### config.mk
export PLATFORM = sky130hd
export DESIGN_NAME = arith_share_arbiter_flat
export DESIGN_NICKNAME = d
export VERILOG_FILES = /design/src/rtl/arith_share_arbiter_if.sv /design/src/rtl/arith_share_arbiter.sv /design/src/flat_wrapper.sv
export SDC_FILE = /design/constraint.sdc
export NUM_CORES = 1
export LEC_CHECK = 0
export BUFFER_PORTS_ARGS = -buffer_cell sky130_fd_sc_hd__buf_2
export CAP_MARGIN = 20
export CORE_MARGIN = 3
export CORE_UTILIZATION = 50
export DETAILED_ROUTE_END_ITERATION = 6
export PLACE_DENSITY = 0.93
export SLEW_MARGIN = 20
export SYNTH_ARGS = -nofsm -noshare
export SYNTH_HDL_FRONTEND = slang
export SYNTH_SLANG_ARGS = --single-unit
### constraint.sdc
create_clock -name clk -period 4 [get_ports clk]
set_input_delay 0.8 -clock clk [delete_from_list [all_inputs] [get_ports clk]]
set_output_delay 0.8 -clock clk [all_outputs]
set_load 0.1 [all_outputs]
### src/rtl/arith_share_arbiter_if.sv
// Requester, response and shared-datapath signals for arith_share_arbiter.
// slave = arbiter side, master = client/datapath side.
interface arith_share_arbiter_if;
  logic       req0_valid;
  logic       req0_ready;
  logic       req0_op;
  logic [3:0] req0_a;
  logic [3:0] req0_b;
  logic       req1_valid;
  logic       req1_ready;
  logic       req1_op;
  logic [3:0] req1_a;
  logic [3:0] req1_b;
  logic       rsp0_valid;
  logic       rsp0_ready;
  logic [7:0] rsp0_data;
  logic       rsp1_valid;
  logic       rsp1_ready;
  logic [7:0] rsp1_data;
  logic [3:0] dp_a;
  logic [3:0] dp_b;
  logic [3:0] dp_sum;
  logic       dp_carry;
  logic [7:0] dp_product;

  modport slave (
    input  req0_valid, req0_op, req0_a, req0_b,
    input  req1_valid, req1_op, req1_a, req1_b,
    input  rsp0_ready, rsp1_ready,
    input  dp_sum, dp_carry, dp_product,
    output req0_ready, req1_ready,
    output rsp0_valid, rsp0_data, rsp1_valid, rsp1_data,
    output dp_a, dp_b
  );

  modport master (
    output req0_valid, req0_op, req0_a, req0_b,
    output req1_valid, req1_op, req1_a, req1_b,
    output rsp0_ready, rsp1_ready,
    output dp_sum, dp_carry, dp_product,
    input  req0_ready, req1_ready,
    input  rsp0_valid, rsp0_data, rsp1_valid, rsp1_data,
    input  dp_a, dp_b
  );
endinterface

### src/rtl/arith_share_arbiter.sv
// Two-requester sequencer for a shared external 4-bit add / 4x4 multiply datapath.
// Optional ARB_GRANT_CNT_EN adds per-requester 8-bit wrapping grant counters.
module arith_share_arbiter #(
  parameter bit ROUND_ROBIN = 1'b1,
  parameter bit INIT_PRI    = 1'b0
) (
  input  logic                  clk,
  input  logic                  rst,
  arith_share_arbiter_if.slave  bus,
  output logic                  busy
`ifdef ARB_GRANT_CNT_EN
  ,
  output logic [7:0]            grant_cnt0,
  output logic [7:0]            grant_cnt1
`endif
);

  typedef enum logic [1:0] {
    IDLE = 2'd0,
    EXEC = 2'd1,
    RESP = 2'd2
  } state_t;

  state_t     state_q;
  logic       pri_q;
  logic       op_q;
  logic       gnt_q;
  logic       busy_q;
  logic [3:0] dp_a_q;
  logic [3:0] dp_b_q;
  logic       rsp0_valid_q;
  logic       rsp1_valid_q;
  logic [7:0] rsp0_data_q;
  logic [7:0] rsp1_data_q;

  logic       win1_d;
  logic       accept_d;
  logic       op_d;
  logic [3:0] a_d;
  logic [3:0] b_d;
  logic [7:0] result_d;
  logic       rsp_take_d;

  // Requester 1 wins when alone, or on a tie when it holds the round-robin pointer.
  assign win1_d     = bus.req1_valid & (~bus.req0_valid | (ROUND_ROBIN & pri_q));
  assign bus.req0_ready = (state_q == IDLE) & bus.req0_valid & ~win1_d;
  assign bus.req1_ready = (state_q == IDLE) & win1_d;
  assign accept_d   = bus.req0_ready | bus.req1_ready;
  assign op_d       = win1_d ? bus.req1_op : bus.req0_op;
  assign a_d        = win1_d ? bus.req1_a  : bus.req0_a;
  assign b_d        = win1_d ? bus.req1_b  : bus.req0_b;
  assign result_d   = op_q ? bus.dp_product : {3'b000, bus.dp_carry, bus.dp_sum};
  assign rsp_take_d = gnt_q ? (bus.rsp1_ready & rsp1_valid_q)
                            : (bus.rsp0_ready & rsp0_valid_q);

  assign bus.dp_a       = dp_a_q;
  assign bus.dp_b       = dp_b_q;
  assign bus.rsp0_valid = rsp0_valid_q;
  assign bus.rsp1_valid = rsp1_valid_q;
  assign bus.rsp0_data  = rsp0_data_q;
  assign bus.rsp1_data  = rsp1_data_q;
  assign busy           = busy_q;

  // Sequencer FSM with registered datapath-operand and response outputs.
  always_ff @(posedge clk or posedge rst) begin
    if (rst) begin
      state_q      <= IDLE;
      pri_q        <= INIT_PRI;
      op_q         <= 1'b0;
      gnt_q        <= 1'b0;
      busy_q       <= 1'b0;
      dp_a_q       <= 4'h0;
      dp_b_q       <= 4'h0;
      rsp0_valid_q <= 1'b0;
      rsp1_valid_q <= 1'b0;
      rsp0_data_q  <= 8'h00;
      rsp1_data_q  <= 8'h00;
    end else begin
      case (state_q)
        IDLE: begin
          if (accept_d) begin
            op_q    <= op_d;
            gnt_q   <= win1_d;
            dp_a_q  <= a_d;
            dp_b_q  <= b_d;
            busy_q  <= 1'b1;
            state_q <= EXEC;
          end
        end
        EXEC: begin
          // Operands are only presented during this single cycle.
          dp_a_q  <= 4'h0;
          dp_b_q  <= 4'h0;
          state_q <= RESP;
          if (gnt_q) begin
            rsp1_valid_q <= 1'b1;
            rsp1_data_q  <= result_d;
          end else begin
            rsp0_valid_q <= 1'b1;
            rsp0_data_q  <= result_d;
          end
        end
        RESP: begin
          if (rsp_take_d) begin
            rsp0_valid_q <= 1'b0;
            rsp1_valid_q <= 1'b0;
            rsp0_data_q  <= 8'h00;
            rsp1_data_q  <= 8'h00;
            busy_q       <= 1'b0;
            state_q      <= IDLE;
            if (ROUND_ROBIN) begin
              pri_q <= ~pri_q;
            end
          end
        end
        default: begin
          state_q      <= IDLE;
          busy_q       <= 1'b0;
          dp_a_q       <= 4'h0;
          dp_b_q       <= 4'h0;
          rsp0_valid_q <= 1'b0;
          rsp1_valid_q <= 1'b0;
          rsp0_data_q  <= 8'h00;
          rsp1_data_q  <= 8'h00;
        end
      endcase
    end
  end

`ifdef ARB_GRANT_CNT_EN
  logic [7:0] grant_cnt0_q;
  logic [7:0] grant_cnt1_q;

  // Per-requester accept counters, wrapping naturally at 8 bits.
  always_ff @(posedge clk or posedge rst) begin
    if (rst) begin
      grant_cnt0_q <= 8'h00;
      grant_cnt1_q <= 8'h00;
    end else begin
      if (bus.req0_ready) begin
        grant_cnt0_q <= grant_cnt0_q + 8'h01;
      end
      if (bus.req1_ready) begin
        grant_cnt1_q <= grant_cnt1_q + 8'h01;
      end
    end
  end

  assign grant_cnt0 = grant_cnt0_q;
  assign grant_cnt1 = grant_cnt1_q;
`endif

endmodule
### src/flat_wrapper.sv
// flat-port wrapper written by rule: the top's interface ports become plain ports
module arith_share_arbiter_flat 
#(
  parameter bit ROUND_ROBIN = 1'b1,
  parameter bit INIT_PRI    = 1'b0
)
  (clk, rst, busy, bus_req0_valid, bus_req0_op, bus_req0_a, bus_req0_b, bus_req1_valid, bus_req1_op, bus_req1_a, bus_req1_b, bus_rsp0_ready, bus_rsp1_ready, bus_dp_sum, bus_dp_carry, bus_dp_product, bus_req0_ready, bus_req1_ready, bus_rsp0_valid, bus_rsp0_data, bus_rsp1_valid, bus_rsp1_data, bus_dp_a, bus_dp_b);
  arith_share_arbiter_if bus_i ();
  input  logic clk;
  input  logic rst;
  output logic busy;
  input wire logic [$bits(bus_i.req0_valid)-1:0] bus_req0_valid;
  input wire logic [$bits(bus_i.req0_op)-1:0] bus_req0_op;
  input wire logic [$bits(bus_i.req0_a)-1:0] bus_req0_a;
  input wire logic [$bits(bus_i.req0_b)-1:0] bus_req0_b;
  input wire logic [$bits(bus_i.req1_valid)-1:0] bus_req1_valid;
  input wire logic [$bits(bus_i.req1_op)-1:0] bus_req1_op;
  input wire logic [$bits(bus_i.req1_a)-1:0] bus_req1_a;
  input wire logic [$bits(bus_i.req1_b)-1:0] bus_req1_b;
  input wire logic [$bits(bus_i.rsp0_ready)-1:0] bus_rsp0_ready;
  input wire logic [$bits(bus_i.rsp1_ready)-1:0] bus_rsp1_ready;
  input wire logic [$bits(bus_i.dp_sum)-1:0] bus_dp_sum;
  input wire logic [$bits(bus_i.dp_carry)-1:0] bus_dp_carry;
  input wire logic [$bits(bus_i.dp_product)-1:0] bus_dp_product;
  output wire logic [$bits(bus_i.req0_ready)-1:0] bus_req0_ready;
  output wire logic [$bits(bus_i.req1_ready)-1:0] bus_req1_ready;
  output wire logic [$bits(bus_i.rsp0_valid)-1:0] bus_rsp0_valid;
  output wire logic [$bits(bus_i.rsp0_data)-1:0] bus_rsp0_data;
  output wire logic [$bits(bus_i.rsp1_valid)-1:0] bus_rsp1_valid;
  output wire logic [$bits(bus_i.rsp1_data)-1:0] bus_rsp1_data;
  output wire logic [$bits(bus_i.dp_a)-1:0] bus_dp_a;
  output wire logic [$bits(bus_i.dp_b)-1:0] bus_dp_b;
  assign bus_i.req0_valid = bus_req0_valid;
  assign bus_i.req0_op = bus_req0_op;
  assign bus_i.req0_a = bus_req0_a;
  assign bus_i.req0_b = bus_req0_b;
  assign bus_i.req1_valid = bus_req1_valid;
  assign bus_i.req1_op = bus_req1_op;
  assign bus_i.req1_a = bus_req1_a;
  assign bus_i.req1_b = bus_req1_b;
  assign bus_i.rsp0_ready = bus_rsp0_ready;
  assign bus_i.rsp1_ready = bus_rsp1_ready;
  assign bus_i.dp_sum = bus_dp_sum;
  assign bus_i.dp_carry = bus_dp_carry;
  assign bus_i.dp_product = bus_dp_product;
  assign bus_req0_ready = bus_i.req0_ready;
  assign bus_req1_ready = bus_i.req1_ready;
  assign bus_rsp0_valid = bus_i.rsp0_valid;
  assign bus_rsp0_data = bus_i.rsp0_data;
  assign bus_rsp1_valid = bus_i.rsp1_valid;
  assign bus_rsp1_data = bus_i.rsp1_data;
  assign bus_dp_a = bus_i.dp_a;
  assign bus_dp_b = bus_i.dp_b;
  arith_share_arbiter #(.ROUND_ROBIN(ROUND_ROBIN), .INIT_PRI(INIT_PRI)) u_core (.clk(clk), .rst(rst), .bus(bus_i), .busy(busy));
endmodule
==> reports/metrics.csv, run 1 <==
metric;value;unit
fin nets;227;
Synth Warn #;0;
Clock Tree Root;clkbuf_4;
type of origin of the critical path;input port;
status;finished clean;
Tcrit/Tclk final;0.698;
largest cells by area after synthesis;dfrtp_1 (55%), mux2_2 (12%), mux2i_1 (9.6%);
R2R Path End;u_core.busy;
GRT Resource Usage Total;0.218;
post-CTS sizing;0;
syn avg cell area;12.1;µm²
r2r startpoint;u_core.state_q[1];
fin worst setup slack;1.21;ns
CTS sink count;32;
H-tree levels;2;
Site Rows;19;
Clock transition at path regs;0.10;ns
Reg2Reg Setup Slack;2.39;ns
Skew-Pair Late Insertion Delay;0.34;ns
Area growth, synth to finish;30.3;%
Place WS;1.23;ns
antenna viol nets, final;0;
Worst Setup SP;bus_req0_valid;
Seq/Total Area, Yosys;0.547;
die height;60.1;µm
ant diodes;0;
worst setup path end;bus_req0_ready;
num ports;66;
met1 wire length;1310;µm
critical path peak fanout;10;
largest net degree at the start of global routing;18;
min cycle time layout;2.79;ns
crit end category;primary output;
Mapped Cells;121;
cell area after synthesis;0.00147;mm²
clk_skew;0.0120;ns
FF/Latch Area;801;µm²
via/cell ratio;5.40;
DRT Wirelength;3450;µm
worst hold-check path type;reg -> reg;
post-place instance area;0.00183;mm²
Die Wd;60.1;µm
DR WL/cell;15.6;µm
Synth area leader;dfrtp_1;
core footprint;0.00278;mm²
# fillers;209;
Final HPWL DP;2620;µm
via count;1198;
DRC Markers;0;
Synth top area share;0.547;
commonest non-fill, non-tap cells in the layout;buf_2 (65), dfrtp_1 (32), mux2_2 (15);
first-pass GRT wire length;5730;µm
Highest Signal Layer;met4;
Initial Util;0.527;
Net Count, Synth;158;
Slew Limit Fails;0;
total iterations of the first detailed-routing run;4;
FF+latch count, synth;32;
unrepaired setup endpoints after global routing;false;
Slew @ Worst Pin;0.752;ns
setup TNS;0;ns
GRT overflow;0;
Port-buffer cells;65;
gpl congestion;0.723;
Fmax;358;MHz
commonest non-fill, non-tap cell in the layout;buf_2;
crit path kind;in -> out;
Critical Path RT;3.20;ns
TritonCTS buffer count;5;
slew margin rel.;0.495;
WL met3;226;µm
# hold bufs at CTS;0;
post-layout util;0.686;
clk buf depth;2;
R2R cell count;4;
die area;0.00362;mm²
Post-CTS Setup Bufs;0;
combined area of the multi-input logic cells;614;µm²
CTS tree;done;
Yosys cell types;24;
ratio of cells with drive above 1 in the final layout;0.497;
Max Cap Violations;0;
number of global-route vias before repair;1269;
Arrival @ worst endpoint;1.99;ns
routed wl met2;1860;µm
Iteration-0 DRC Markers;13;
design area;0.00191;mm²
final setup fails;0;
initial antenna violation count;0;
final hold viol count;0;
[worst min path at each step]
stage | from | to | cells after the start
floorplan | u_core.pri_q | u_core.pri_q | 1
global placement | u_core.pri_q | u_core.pri_q | 1
detailed placement | u_core.bus.dp_b[2] | u_core.bus.dp_b[2] | 1
CTS | u_core.pri_q | u_core.pri_q | 1
global route | u_core.pri_q | u_core.pri_q | 1
finish | u_core.pri_q | u_core.pri_q | 1
[flip-flops by register name, indices dropped and copies added, names as in the netlist, 2 cells and up]
signal	count
u_core.bus.rsp0_data	8
u_core.bus.rsp1_data	8
u_core.bus.dp_a	4
u_core.bus.dp_b	4
u_core.state_q	2
[synth_stat cells]
cell       number
dfrtp_1        32
mux2_2         15
mux2i_1        14
nor2_1         10
o2bb2ai_1       8
nand2_1         7
inv_1           5
o21ai_0         5
a21oi_1         4
and3_1          3
buf_4           3
nand2_2         2
nor3_1          2
a21o_2          1
and2b_1         1
and3_2          1
and3b_2         1
buf_2           1
clkbuf_1        1
mux2_1          1
nor2b_1         1
o21ai_4         1
o22a_1          1
xor2_1          1
[layout make-up]
class / instances / area share
clock buffer: 6 / 0.0216
clock inverter: 2 / 0.0183
inverter: 5 / 0.00983
multi-input combinational: 79 / 0.322
sequential: 32 / 0.419
tap: 31 / 0.0203
timing repair buffer: 67 / 0.189
[metrics by stage]
stage	instances	hold WS (ns)
global route	222	0.511
global placement	213	0.462
detailed placement	214	0.468
CTS	222	0.484
finish	222	0.479
floorplan	121	0.436
[worst max-delay path, stage by stage]
cell and delay, ns:
buf_2 0.11, inv_1 0.05, o21ai_1 0.21, buf_4 0.25, nor2b_1 0.14, buf_2 0.43
[cells by family after synthesis]
family          Yosys count  synth area share
simple gates             28            0.0931
flops                    32             0.547
buf+inv                  10            0.0342
xor+xnor                  1           0.00598
compound gates           20             0.102
mux                      30             0.219
[metal layers]
layer,vias up,global-route usage
met3,4,0.0691
met5,-,0
met1,587,0.249
li1,565,-
met2,42,0.380
met4,0,0.0728
Power of run 1 is not shown: default switching activity piles up to over one toggle a cycle in this logic, so the estimate is an artifact.
==> inputs of run 2 (changes only) <==
--- a/config.mk
+++ b/config.mk
@@ -8,9 +8,9 @@
 export BUFFER_PORTS_ARGS = -buffer_cell sky130_fd_sc_hd__buf_2
 export CAP_MARGIN = 20
 export CORE_MARGIN = 3
-export CORE_UTILIZATION = 50
+export CORE_UTILIZATION = 46
 export DETAILED_ROUTE_END_ITERATION = 6
-export PLACE_DENSITY = 0.93
+export PLACE_DENSITY = 0.87
 export SLEW_MARGIN = 20
 export SYNTH_ARGS = -nofsm -noshare
 export SYNTH_HDL_FRONTEND = slang
==> constraint.sdc (replaced) <==
create_clock -name clk -period 2.85 [get_ports clk]
set_input_delay 0.57 -clock clk [delete_from_list [all_inputs] [get_ports clk]]
set_output_delay 0.57 -clock clk [all_outputs]
set_load 0.1 [all_outputs]
==> run 2 against run 1 <==
  * Cell area hardly changed
  * First-iteration DRC count grew to 5.2 times the previous value
  * Register-to-register slack worse by 1.1 ns
  * Sequential cell count stayed put
  * Final cell count rose by 5.9%
  * Worst hold slack got worse by 0.053 ns
  * Highest routed layer unchanged
==> reports/metrics.csv, run 2 (synthesis gave the netlist of run 1 again) <==
metric;value;unit
first-pass GRT wire length;5380;µm
gpl congestion;0.771;
post-CTS sizing;0;
GRT overflow;0;
num ports;66;
Clock transition at path regs;0.09;ns
initial antenna violation count;0;
fin worst setup slack;0.626;ns
ant diodes;0;
status;finished clean;
commonest non-fill, non-tap cells in the layout;buf_2 (65), dfrtp_1 (32), mux2_2 (15);
die area;0.00390;mm²
Initial Util;0.505;
clk_skew;0.00972;ns
Clock Tree Root;clkbuf_4;
setup TNS;0;ns
Max Cap Violations;0;
R2R Path End;u_core.bus.rsp1_data[0];
DR WL/cell;13.7;µm
Iteration-0 DRC Markers;68;
Critical Path RT;2.28;ns
Skew-Pair Late Insertion Delay;0.31;ns
final setup fails;0;
Post-CTS Setup Bufs;0;
Fmax;450;MHz
largest net degree at the start of global routing;25;
Port-buffer cells;65;
core footprint;0.00290;mm²
r2r startpoint;u_core.gnt_q;
hold_ws;0.426;ns
TritonCTS buffer count;5;
Slew Limit Fails;0;
Reg2Reg Setup Slack;1.34;ns
Area growth, synth to finish;30.2;%
clk buf depth;2;
H-tree levels;2;
DRC Markers;0;
via/cell ratio;4.98;
crit path kind;reg -> out;
total iterations of the first detailed-routing run;4;
# hold bufs at CTS;0;
ratio of cells with drive above 1 in the final layout;0.508;
min cycle time layout;2.22;ns
Tcrit/Tclk final;0.781;
type of origin of the critical path;register;
commonest non-fill, non-tap cell in the layout;buf_2;
crit end category;primary output;
final hold viol count;0;
Place WS;0.656;ns
unrepaired setup endpoints after global routing;false;
CTS tree;done;
R2R cell count;4;
DRT Wirelength;3220;µm
Site Rows;19;
# fillers;236;
fin nets;229;
slew margin rel.;0.414;
Die Wd;62.4;µm
Crit path largest cell delay;0.53;ns
number of global-route vias before repair;1205;
Final HPWL DP;2580;µm
slowest CP cell;dfrtp_1;
Slew @ Worst Pin;0.877;ns
critical path peak fanout;11;
CTS sink count;32;
via count;1170;
antenna viol nets, final;0;
Arrival @ worst endpoint;1.65;ns
worst hold-check path type;in -> async;
GRT Resource Usage Total;0.172;
die height;62.4;µm
crit path cell chain;nor2_1, nand2_1, nor2b_2, buf_2;
## run 2: per-layer routing
layer / GRT usage / vias to the layer above / wire length (µm)
met5: 0 / - / 0
met4: 0.0689 / 0 / 58
li1: - / 569 / -
met3: 0.0432 / 7 / 132
met2: 0.316 / 28 / 1770
met1: 0.189 / 566 / 1260
## run 2: how the worst max path moves through the flow
stage                            startpoint        endpoint  slack [ns]  cells after the start
after floorplan              bus_req0_valid  bus_req0_ready        0.35                      4
after global placement       bus_req0_valid  bus_req1_ready        0.71                      6
after detailed placement     bus_req0_valid  bus_req1_ready        0.66                      6
after CTS                 u_core.state_q[1]  bus_req0_ready        0.61                      4
after global routing      u_core.state_q[1]  bus_req0_ready        0.54                      4
final                     u_core.state_q[1]  bus_req0_ready        0.63                      4
## run 2: layout make-up
cell class	count	area, µm²	area share
Inverter	5	18.8	0.00984
Sequential cell	32	801	0.420
Timing Repair Buffer	69	355	0.186
Clock buffer	8	58.8	0.0308
Tap cell	42	52.6	0.0275
Multi-Input combinational cell	79	622	0.326
## run 2: critical path, delay by kind of cell, from the launching register on
family,cells,cell delay [ns]
DFF,1,0.53
buffers and inverters,1,0.42
and+or+nand+nor,3,0.39
## run 2: metrics by stage
step	instance area (µm²)	utilization	std cells
detailed placement	1850	0.638	227
global placement	1850	0.638	227
floorplan	1470	-	121
global route	1910	0.658	235
CTS	1910	0.658	235
finish	1910	0.658	235
Power of run 2 is left out for the same reason.
